## src/rtl/wm_pkg.sv

```systemverilog
// Shared constants for the wash/dry countdown chain: state encoding, default
// pricing, credit limit and BCD digit width.
package wm_pkg;

    localparam int BCD_W = 4;

    localparam logic [1:0] ST_IDLE   = 2'd0;
    localparam logic [1:0] ST_CREDIT = 2'd1;
    localparam logic [1:0] ST_LOAD   = 2'd2;
    localparam logic [1:0] ST_RUN    = 2'd3;

    localparam int DEF_DEBOUNCE_CYCLES     = 1000000;
    localparam int DEF_MAX_DOLLARS         = 3;
    localparam int DEF_WASH_MIN_PER_DOLLAR = 10;
    localparam int DEF_DRY_MIN_PER_DOLLAR  = 15;

    // Two BCD digits of minutes can show at most 59 on the countdown display.
    localparam int MAX_PRESET_MINUTES = 59;

    function automatic int max_int(input int a, input int b);
        return (a > b) ? a : b;
    endfunction

endpackage

```

## src/rtl/btn_debounce.sv

```systemverilog
// Raw push-button conditioner: two-flop synchronizer, consecutive-sample
// debounce filter and a one-cycle press pulse on the filtered rising edge.
module btn_debounce
    import wm_pkg::*;
#(
    parameter int DEBOUNCE_CYCLES = DEF_DEBOUNCE_CYCLES
) (
    input  logic CLK100MHZ,
    input  logic CPU_RESETN,
    input  logic btn_raw,
    output logic press_pulse
);

    localparam int CNT_W = $clog2(DEBOUNCE_CYCLES + 1);
    localparam logic [CNT_W-1:0] CNT_LAST = CNT_W'(DEBOUNCE_CYCLES - 1);

    if (DEBOUNCE_CYCLES < 1) begin : g_bad_debounce
        $fatal(1, "btn_debounce: DEBOUNCE_CYCLES must be at least 1");
    end

    logic             sync1_q;
    logic             sync2_q;
    logic             level_q;
    logic             level_d;
    logic             level_dly_q;
    logic             pulse_q;
    logic [CNT_W-1:0] cnt_q;
    logic [CNT_W-1:0] cnt_d;

    // Any sample that agrees with the filtered level restarts the count.
    always_comb begin
        level_d = level_q;
        cnt_d   = '0;
        if (sync2_q != level_q) begin
            if (cnt_q == CNT_LAST) begin
                level_d = sync2_q;
            end else begin
                cnt_d = cnt_q + 1'b1;
            end
        end
    end

    // The input path comes out of reset as "pressed" so a button held through
    // reset has to be released and pressed again before it produces a pulse.
    always_ff @(posedge CLK100MHZ or negedge CPU_RESETN) begin
        if (!CPU_RESETN) begin
            sync1_q     <= 1'b1;
            sync2_q     <= 1'b1;
            level_q     <= 1'b1;
            level_dly_q <= 1'b1;
            cnt_q       <= '0;
            pulse_q     <= 1'b0;
        end else begin
            sync1_q     <= btn_raw;
            sync2_q     <= sync1_q;
            cnt_q       <= cnt_d;
            level_q     <= level_d;
            level_dly_q <= level_q;
            pulse_q     <= level_q & ~level_dly_q;
        end
    end

    assign press_pulse = pulse_q;

endmodule

```

## src/rtl/credit_load_ctrl.sv

```systemverilog
// Front-panel credit controller: debounced buttons build a dollar credit, start
// converts it to a BCD minute preset handed to the countdown over valid/ready.
module credit_load_ctrl
    import wm_pkg::*;
#(
    parameter int DEBOUNCE_CYCLES     = DEF_DEBOUNCE_CYCLES,
    parameter int MAX_DOLLARS         = DEF_MAX_DOLLARS,
    parameter int WASH_MIN_PER_DOLLAR = DEF_WASH_MIN_PER_DOLLAR,
    parameter int DRY_MIN_PER_DOLLAR  = DEF_DRY_MIN_PER_DOLLAR
) (
    input  logic             CLK100MHZ,
    input  logic             CPU_RESETN,
    input  logic             BTNU,
    input  logic             BTND,
    input  logic             BTNC,
    input  logic [5:0]       SW,
    output logic             load_valid,
    input  logic             load_ready,
    output logic [BCD_W-1:0] load_tens,
    output logic [BCD_W-1:0] load_ones,
    input  logic             timer_done,
    output logic [3:0]       credit,
    output logic             busy,
    output logic [1:0]       state
);

    localparam int MAX_RATE = max_int(WASH_MIN_PER_DOLLAR, DRY_MIN_PER_DOLLAR);
    localparam logic [3:0] MAX_CREDIT = 4'(MAX_DOLLARS);

    if (MAX_DOLLARS * MAX_RATE > MAX_PRESET_MINUTES) begin : g_bad_minutes
        $fatal(1, "credit_load_ctrl: MAX_DOLLARS * rate exceeds two BCD digits of minutes");
    end
    if (MAX_DOLLARS < 1 || MAX_DOLLARS > 15) begin : g_bad_credit
        $fatal(1, "credit_load_ctrl: MAX_DOLLARS must fit the 4-bit credit display (1..15)");
    end

    function automatic logic [5:0] minutes_for(input logic [3:0] dollars, input logic dry);
        int rate;
        rate = dry ? DRY_MIN_PER_DOLLAR : WASH_MIN_PER_DOLLAR;
        return 6'(int'(dollars) * rate);
    endfunction

    function automatic logic [2*BCD_W-1:0] to_bcd(input logic [5:0] minutes);
        return {BCD_W'(minutes / 6'd10), BCD_W'(minutes % 6'd10)};
    endfunction

    logic up_pulse;
    logic dn_pulse;
    logic start_pulse;

    btn_debounce #(.DEBOUNCE_CYCLES(DEBOUNCE_CYCLES)) u_db_up (
        .CLK100MHZ  (CLK100MHZ),
        .CPU_RESETN (CPU_RESETN),
        .btn_raw    (BTNU),
        .press_pulse(up_pulse)
    );

    btn_debounce #(.DEBOUNCE_CYCLES(DEBOUNCE_CYCLES)) u_db_dn (
        .CLK100MHZ  (CLK100MHZ),
        .CPU_RESETN (CPU_RESETN),
        .btn_raw    (BTND),
        .press_pulse(dn_pulse)
    );

    btn_debounce #(.DEBOUNCE_CYCLES(DEBOUNCE_CYCLES)) u_db_start (
        .CLK100MHZ  (CLK100MHZ),
        .CPU_RESETN (CPU_RESETN),
        .btn_raw    (BTNC),
        .press_pulse(start_pulse)
    );

    logic [1:0]         state_q;
    logic [1:0]         state_d;
    logic [3:0]         credit_q;
    logic [3:0]         credit_d;
    logic               load_valid_q;
    logic               load_valid_d;
    logic [BCD_W-1:0]   tens_q;
    logic [BCD_W-1:0]   tens_d;
    logic [BCD_W-1:0]   ones_q;
    logic [BCD_W-1:0]   ones_d;
    logic [5:0]         preset_minutes;
    logic [2*BCD_W-1:0] preset_bcd;
    logic               unused_sw;

    // Only the wash/dry select is meaningful; the other switches are spare.
    assign unused_sw      = ^SW[5:1];
    assign preset_minutes = minutes_for(credit_q, SW[0]);
    assign preset_bcd     = to_bcd(preset_minutes);

    always_comb begin
        state_d      = state_q;
        credit_d     = credit_q;
        load_valid_d = load_valid_q;
        tens_d       = tens_q;
        ones_d       = ones_q;
        case (state_q)
            ST_IDLE, ST_CREDIT: begin
                // Start takes priority and uses the credit as it stood before
                // any simultaneous up/down press.
                if (state_q == ST_CREDIT && start_pulse) begin
                    tens_d       = preset_bcd[2*BCD_W-1:BCD_W];
                    ones_d       = preset_bcd[BCD_W-1:0];
                    load_valid_d = 1'b1;
                    state_d      = ST_LOAD;
                end else if (up_pulse && !dn_pulse) begin
                    if (credit_q < MAX_CREDIT) begin
                        credit_d = credit_q + 4'd1;
                    end
                    state_d = ST_CREDIT;
                end else if (dn_pulse && !up_pulse) begin
                    if (credit_q != 4'd0) begin
                        credit_d = credit_q - 4'd1;
                    end
                    state_d = (credit_q > 4'd1) ? ST_CREDIT : ST_IDLE;
                end
            end
            ST_LOAD: begin
                if (load_ready) begin
                    load_valid_d = 1'b0;
                    state_d      = ST_RUN;
                end
            end
            ST_RUN: begin
                if (timer_done) begin
                    credit_d = 4'd0;
                    tens_d   = '0;
                    ones_d   = '0;
                    state_d  = ST_IDLE;
                end
            end
            default: begin
                state_d = ST_IDLE;
            end
        endcase
    end

    always_ff @(posedge CLK100MHZ or negedge CPU_RESETN) begin
        if (!CPU_RESETN) begin
            state_q      <= ST_IDLE;
            credit_q     <= 4'd0;
            load_valid_q <= 1'b0;
            tens_q       <= '0;
            ones_q       <= '0;
        end else begin
            state_q      <= state_d;
            credit_q     <= credit_d;
            load_valid_q <= load_valid_d;
            tens_q       <= tens_d;
            ones_q       <= ones_d;
        end
    end

    assign load_valid = load_valid_q;
    assign load_tens  = tens_q;
    assign load_ones  = ones_q;
    assign credit     = credit_q;
    assign state      = state_q;
    assign busy       = (state_q == ST_LOAD) || (state_q == ST_RUN);

endmodule

```

## config.mk

```make
export PLATFORM = sky130hd
export DESIGN_NAME = credit_load_ctrl
export DESIGN_NICKNAME = d
export VERILOG_FILES = /design/src/rtl/wm_pkg.sv /design/src/rtl/btn_debounce.sv /design/src/rtl/credit_load_ctrl.sv
export SDC_FILE = /design/constraint.sdc
export NUM_CORES = 1
export LEC_CHECK = 0
export ABC_AREA = 1
export CORE_MARGIN = 3
export CORE_UTILIZATION = 55
export CTS_BUF_LIST = sky130_fd_sc_hd__clkbuf_4 sky130_fd_sc_hd__clkbuf_8 sky130_fd_sc_hd__clkbuf_16
export DETAILED_ROUTE_END_ITERATION = 8
export GPL_TIMING_DRIVEN = 0
export PLACE_DENSITY_LB_ADDON = 0.08
export SYNTH_ARGS = -nofsm -noshare
export SYNTH_HDL_FRONTEND = slang
export SYNTH_HIERARCHICAL = 1
export SYNTH_SLANG_ARGS = --single-unit
```

## constraint.sdc

```tcl
create_clock -name CLK100MHZ -period 5.6 [get_ports CLK100MHZ]
set_input_delay 1.12 -clock CLK100MHZ [delete_from_list [all_inputs] [get_ports CLK100MHZ]]
set_output_delay 1.12 -clock CLK100MHZ [all_outputs]
set_load 0.005 [all_outputs]
```

Word level (Yosys, flattened, before mapping)
Cells that the tools add are included.
{"block": "op_classes", "n_div": 2, "eq_ne": 17, "mul": 1, "order_cmp": 2, "n_addsub": 5, "n_reduce_logical": 18, "bitwise_logic": 6, "n_mux": 28, "shifts": 0}
{"operator": "$mux W20", "n": 6}
{"operator": "$add A20 B1 Y20 const B", "n": 3}
{"operator": "$eq A20 B20 Y1 const B", "n": 3}
{"operator": "$mux W4", "n": 8}
{"operator": "$pmux W4 S2", "n": 3}
{"operator": "$mux W2", "n": 5}
{"operator": "$ne A3 B3 Y1 const B", "n": 3}
{"operator": "$reduce_and A3 Y1", "n": 3}
{"operator": "$ne A2 B2 Y1 const B", "n": 4}
{"operator": "$div A6 B4 Y6 const B", "n": 1}
{"operator": "$mod A6 B4 Y6 const B", "n": 1}
{"operator": "$mul A4 B4 Y6", "n": 1}
{"operator": "$pmux W2 S3", "n": 1}
{"operator": "$reduce_and A2 Y1", "n": 3}
{"operator": "$reduce_and A6 Y1", "n": 1}
{"operator": "$add A4 B1 Y4 const B", "n": 1}
{"operator": "$eq A2 B2 Y1 const B", "n": 2}
{"operator": "$gt A4 B1 Y1 const B", "n": 1}
{"operator": "$lt A4 B2 Y1 const B", "n": 1}
{"operator": "$ne A4 B4 Y1 const B", "n": 1}
{"operator": "$reduce_bool A2 Y1", "n": 2}
{"operator": "$reduce_bool A4 Y1", "n": 1}
{"operator": "$sub A4 B1 Y4 const B", "n": 1}
{"operator": "$and A1 B1 Y1", "n": 3}
{"operator": "11 further kinds", "n": 20}
{"block": "totals", "mem_bits_rw": 0, "rom_bits": 0, "register_bits": 90, "out_inout_bits": 16, "mem_count": 0, "latchBits": 0, "elab_cells": 102}

Depth between registers and ports, before layout
{"block": "depth", "word_depth": 6, "ltp_mapped": 22, "mapped_depth_nobuf": 22}

By module
The synthesis kept the hierarchy.
{"module": "btn_debounce", "seq_area_each_um2": 630.6, "instances": 3, "area_each_um2": 1356.3, "cells_per_inst": 164}
{"module": "credit_load_ctrl", "seq_area_each_um2": 350.3, "instances": 1, "area_each_um2": 1408.9, "cells_per_inst": 191}

Worst setup path before layout
Ideal clock, no wire load.
{"block": "synth_path", "kind": "in2reg", "startpoint": "in SW[0]", "endpoint": "reg ones_q[1] (netlist: load_ones[1])", "required_time_ns": 5.483, "slack_ns": 1.535, "path_stages": 18, "arrival_ns": 3.947, "n_path_buf": 0, "path_cell_list": "nand2_1 -> inv_1 -> fa_1 -> fa_1 -> inv_1 -> fa_1 -> inv_1 -> ha_1 -> nor2_1 -> a21oi_2 -> nand2_2 -> nand2_2 -> nand2_1 -> nand3_2 -> nand2_4 -> nand3_1 -> nand3_1 -> nand2_1"}
{"block": "synth_between", "elab_chain_len": 5}
{"item": "start: declaration", "line_no": "credit_load_ctrl.sv:16", "source": "input logic [5:0] SW,"}
{"item": "$mux W3", "line_no": "credit_load_ctrl.sv:39", "source": "rate = dry ? DRY_MIN_PER_DOLLAR : WASH_MIN_PER_DOLLAR;"}
{"item": "$mul A4 B4 Y6", "line_no": "credit_load_ctrl.sv:40", "source": "return 6'(int'(dollars) * rate);"}
{"item": "$mod A6 B4 Y6", "line_no": "credit_load_ctrl.sv:44", "source": "return {BCD_W'(minutes / 6'd10), BCD_W'(minutes % 6'd10)};"}
{"item": "$mux W4", "line_no": "credit_load_ctrl.sv:101", "source": "if (state_q == ST_CREDIT && start_pulse) begin"}
{"item": "$pmux W4 S2", "line_no": "credit_load_ctrl.sv:97", "source": "case (state_q)"}
{"item": "end signal: assignment", "line_no": "credit_load_ctrl.sv:150", "source": "ones_q <= ones_d;"}
{"item": "end: declaration", "line_no": "credit_load_ctrl.sv:80", "source": "logic [BCD_W-1:0] ones_q;"}
Every way passes these cells. The select of a mux whose other input is x is not followed.
A chain may end at the register's enable or synchronous reset.

Worst setup path in the final report
{"block": "layout_path", "startpoint": "in SW[0]", "endpoint": "reg ones_q[2] (netlist: load_ones[2])"}
Same word-level chain as after synthesis.

==> flow_summary.toml <==
[clock_network]
cts_buffer_depth = 2
clk_latency_ns = 0.35
cts_resized = 0
cts.sinks = 89
path_clk_slew_ns = 0.09
cts_tree = "built"
htree_levels = 3
cts_hold_buffers = 0
cts_buffers = 9
post_cts_buffers = 0
cts_root_buf = "clkbuf_8"

[floorplanning]
io_pins = 29
rows = 35
initial_utilization = 0.5791
coreArea_mm2 = 0.009459
die_w_um = 105.8
dieHeight_um = 105.8
die_area_mm2 = 0.01119

[yosys]
synth-seq-cells = 89
synth_top_area_share = 0.3518
ys_warn_count = 6
synth-edff-count = 0
synthArstFlopShare = 1.000
synth_top_area_cell = "dfrtp_1"
syn-num-nets = 717
postSynthCellCount = 683
synth.yosys.seq_area_share = 0.4093
synthFlopType = "dfrtp_1"
synth.area.top_cells = "dfrtp_1 (35%), nor2_1 (8.2%), nand2_1 (8.2%), dfstp_2 (5.8%), inv_1 (5.2%)"
avgSynthCellArea_um2 = 8.020
ys_types = 36
netlist_area_mm2 = 0.005478

[power]
pwr-share-comb = 0.569
leakage_nw = 2.700
pwr-share-clk = 0.168
vdd_drop_max_mv = 0.6448
seqPwrFrac = 0.264
p_int_mw = 1.465
power.density_mw_per_mm2 = 450.1
power.net_switching_mw = 1.275
sw_frac_of_total = 0.4653

[cells_and_area]
syn2layout_area_growth_pct = 11.12
stdcell_area_mm2 = 0.006087
final_core_util = 0.6435
most-common-layout-cells = "nor2_1 (120), nand2_1 (119), dfrtp_1 (77), inv_1 (76), nand3_1 (53)"
fillers = 856
layout-drive-gt1-share = 0.1842
mostFrequentLayoutCell = "nor2_1"
fin_nets = 751
num_antenna_cells = 0

[setup_path]
path_class = "in2reg"
path_buf_inv = 3
startpoint = "SW[0]"
cp_slowest_stage_delay_ns = 0.57
cp-end-kind = "flop"
cpLargestDelayFamily = "adder cells"
path_cells = "clkdlybuf4s50_1 -> nand2_1 -> inv_1 -> fa_1 -> fa_1 -> inv_1 -> fa_1 -> xor2_2 -> ha_1 -> nor2_1 -> a21oi_2 -> nand2_2 -> nand2_2 -> nand2_1 -> nand3_2 -> nand2_4 -> nand3_1 -> nand3_1 -> nand2_1"
slowest_stage = "clkdlybuf4s50_1"
critPathLaunchType = "primary input"
critPathMaxFanout = 5
crit_arrival_ns = 4.85
worstPathRequired_ns = 5.85
r2r-start = "credit[1]$_DFFE_PN0P_"

[sta]
fin_tns_setup_ns = 0
fmax_ghz = 0.2172
max_slew_margin = 0.6084
finalHoldViolations = 0
worst_slew_pin_slew_ns = 0.5800
rsz0062_at_grt = "no"
final.min_clock_period_ns = 4.605
finalClockSkew_ns = 0.009982
report.final.slew_viol_count = 0
period_share = 0.8223
finalSetupViolCount = 0
holdWs_ns = 0.3596

[worst_hold_path]
min_from = "u_db_dn/sync1_q$_DFF_PN1_"
hold_path.class = "reg2reg"

[route]
ant_nets = 0
drc = 0
detail_route.iter0.violations = 226
wire_per_inst_um = 12.31
vias_per_cell = 5.096
first_pass_iters = 4
vias = 4337
totalWireLength_um = 10480

[global_route]
grt_overflow = 0
grtUsageTotal = 0.2045
antenna_found_initial = 0
grt_first_pass_wirelength_um = 19040
grt_max_degree = 75
grt_pass1_vias = 4290

[run_status]
status = "completed"

[placed_design]
hpwlAfterDp_um = 7941
io_buffers = 22
placed_area_mm2 = 0.005884
gp_congestion = 0.8632

[flow_run]
drv_cap = 0
[final timing paths]
path	depth (start not counted)	endpoint	slack, ns
hold / removal	0	u_db_dn/sync2_q$_DFF_PN1_	0.36
setup reg to reg	18	load_ones[2]$_DFFE_PN0P_	1.88
min in group asynchronous	1	u_db_up/cnt_q[6]$_DFF_PN0_	0.61
max in group asynchronous	2	u_db_start/sync1_q$_DFF_PN1_	4.33
setup / recovery	19	load_ones[2]$_DFFE_PN0P_	1.0
hold reg to reg	0	u_db_dn/sync2_q$_DFF_PN1_	0.36
[per-layer routing]
layer,vias up,track usage,wire (um)
met5,-,0,0
met4,0,0.04440,76
met3,8,0.03368,244
met2,35,0.3420,5062
met1,2063,0.2813,5093
li1,2231,-,-
[Yosys cell counts (2+ instances only)]
cell type and instances:
ha_1 17, nand3_2 12, o21ai_0 10, dfrtp_1 77
xor2_1 22, xnor2_1 6, nand3_1 53, o21ai_1 10
nand2_2 31, nor2_1 120, dfstp_2 12, clkbuf_1 2
buf_4 2, inv_2 4, nor3_1 11, or2_1 4
inv_1 76, xor2_2 4, fa_1 4, nand2_1 119
nand4_1 14, nor3b_2 6, nor2_4 9, nand2_4 3
a21oi_1 13, nand3b_1 4, nor2_2 29
[power by group through the flow]
| stage | Sequential, mW | Clock (mW) | Combinational (mW) |
|---|---|---|---|
| after floorplan | 0.726 | 0 | 1.25 |
| after global routing | 0.730 | 0.501 | 1.76 |
| final | 0.722 | 0.459 | 1.56 |
| after global placement | 0.735 | 0 | 1.47 |
| after detailed placement | 0.735 | 0 | 1.55 |
| after CTS | 0.723 | 0.476 | 1.56 |
[metrics by stage]
step | power, mW | setup slack [ns] | cells
finish | 2.740 | 0.9953 | 851
global route | 2.994 | 0.7038 | 851
floorplan | 1.972 | 1.535 | 683
CTS | 2.759 | 0.9952 | 851
global placement | 2.205 | 0.2217 | 834
detailed placement | 2.282 | 0.6270 | 835
[area by class of cell]
type                       instances  area [um^2]  share of cell area
clock inverter                     6        65.06             0.01069
timing repair buffer              23        245.2             0.04029
inverter                          80        300.3             0.04933
buffer                             4        22.52            0.003700
sequential                        89         2242              0.3683
tap                              129        161.4             0.02652
clock buffer                      10        137.6             0.02261
multi-input combinational        510         2913              0.4785
[flip-flops by register name, summed over array words and instances (netlist names), 2 cells and up]
signal	cells
u_db_up/cnt_q	20
u_db_start/cnt_q	20
u_db_dn/cnt_q	20
load_ones	4
credit	4
load_tens	3
state	2
[logic make-up (layout without fill, tap and decap cells)]
| family | Yosys count | count (layout) | synth area share |
|---|---|---|---|
| AND/OR/NAND/NOR | 416 | 416 | 0.3803 |
| flip-flops | 89 | 89 | 0.4093 |
| buffers and inverters | 84 | 123 | 0.05893 |
| AO/OA/AOI/OAI | 40 | 40 | 0.04066 |
| XOR/XNOR | 32 | 32 | 0.05665 |
| adder cells (fa/ha/maj) | 21 | 21 | 0.05345 |
| other | 1 | 1 | 0.0006846 |
Note: power is estimated with default switching activity, not from simulation.
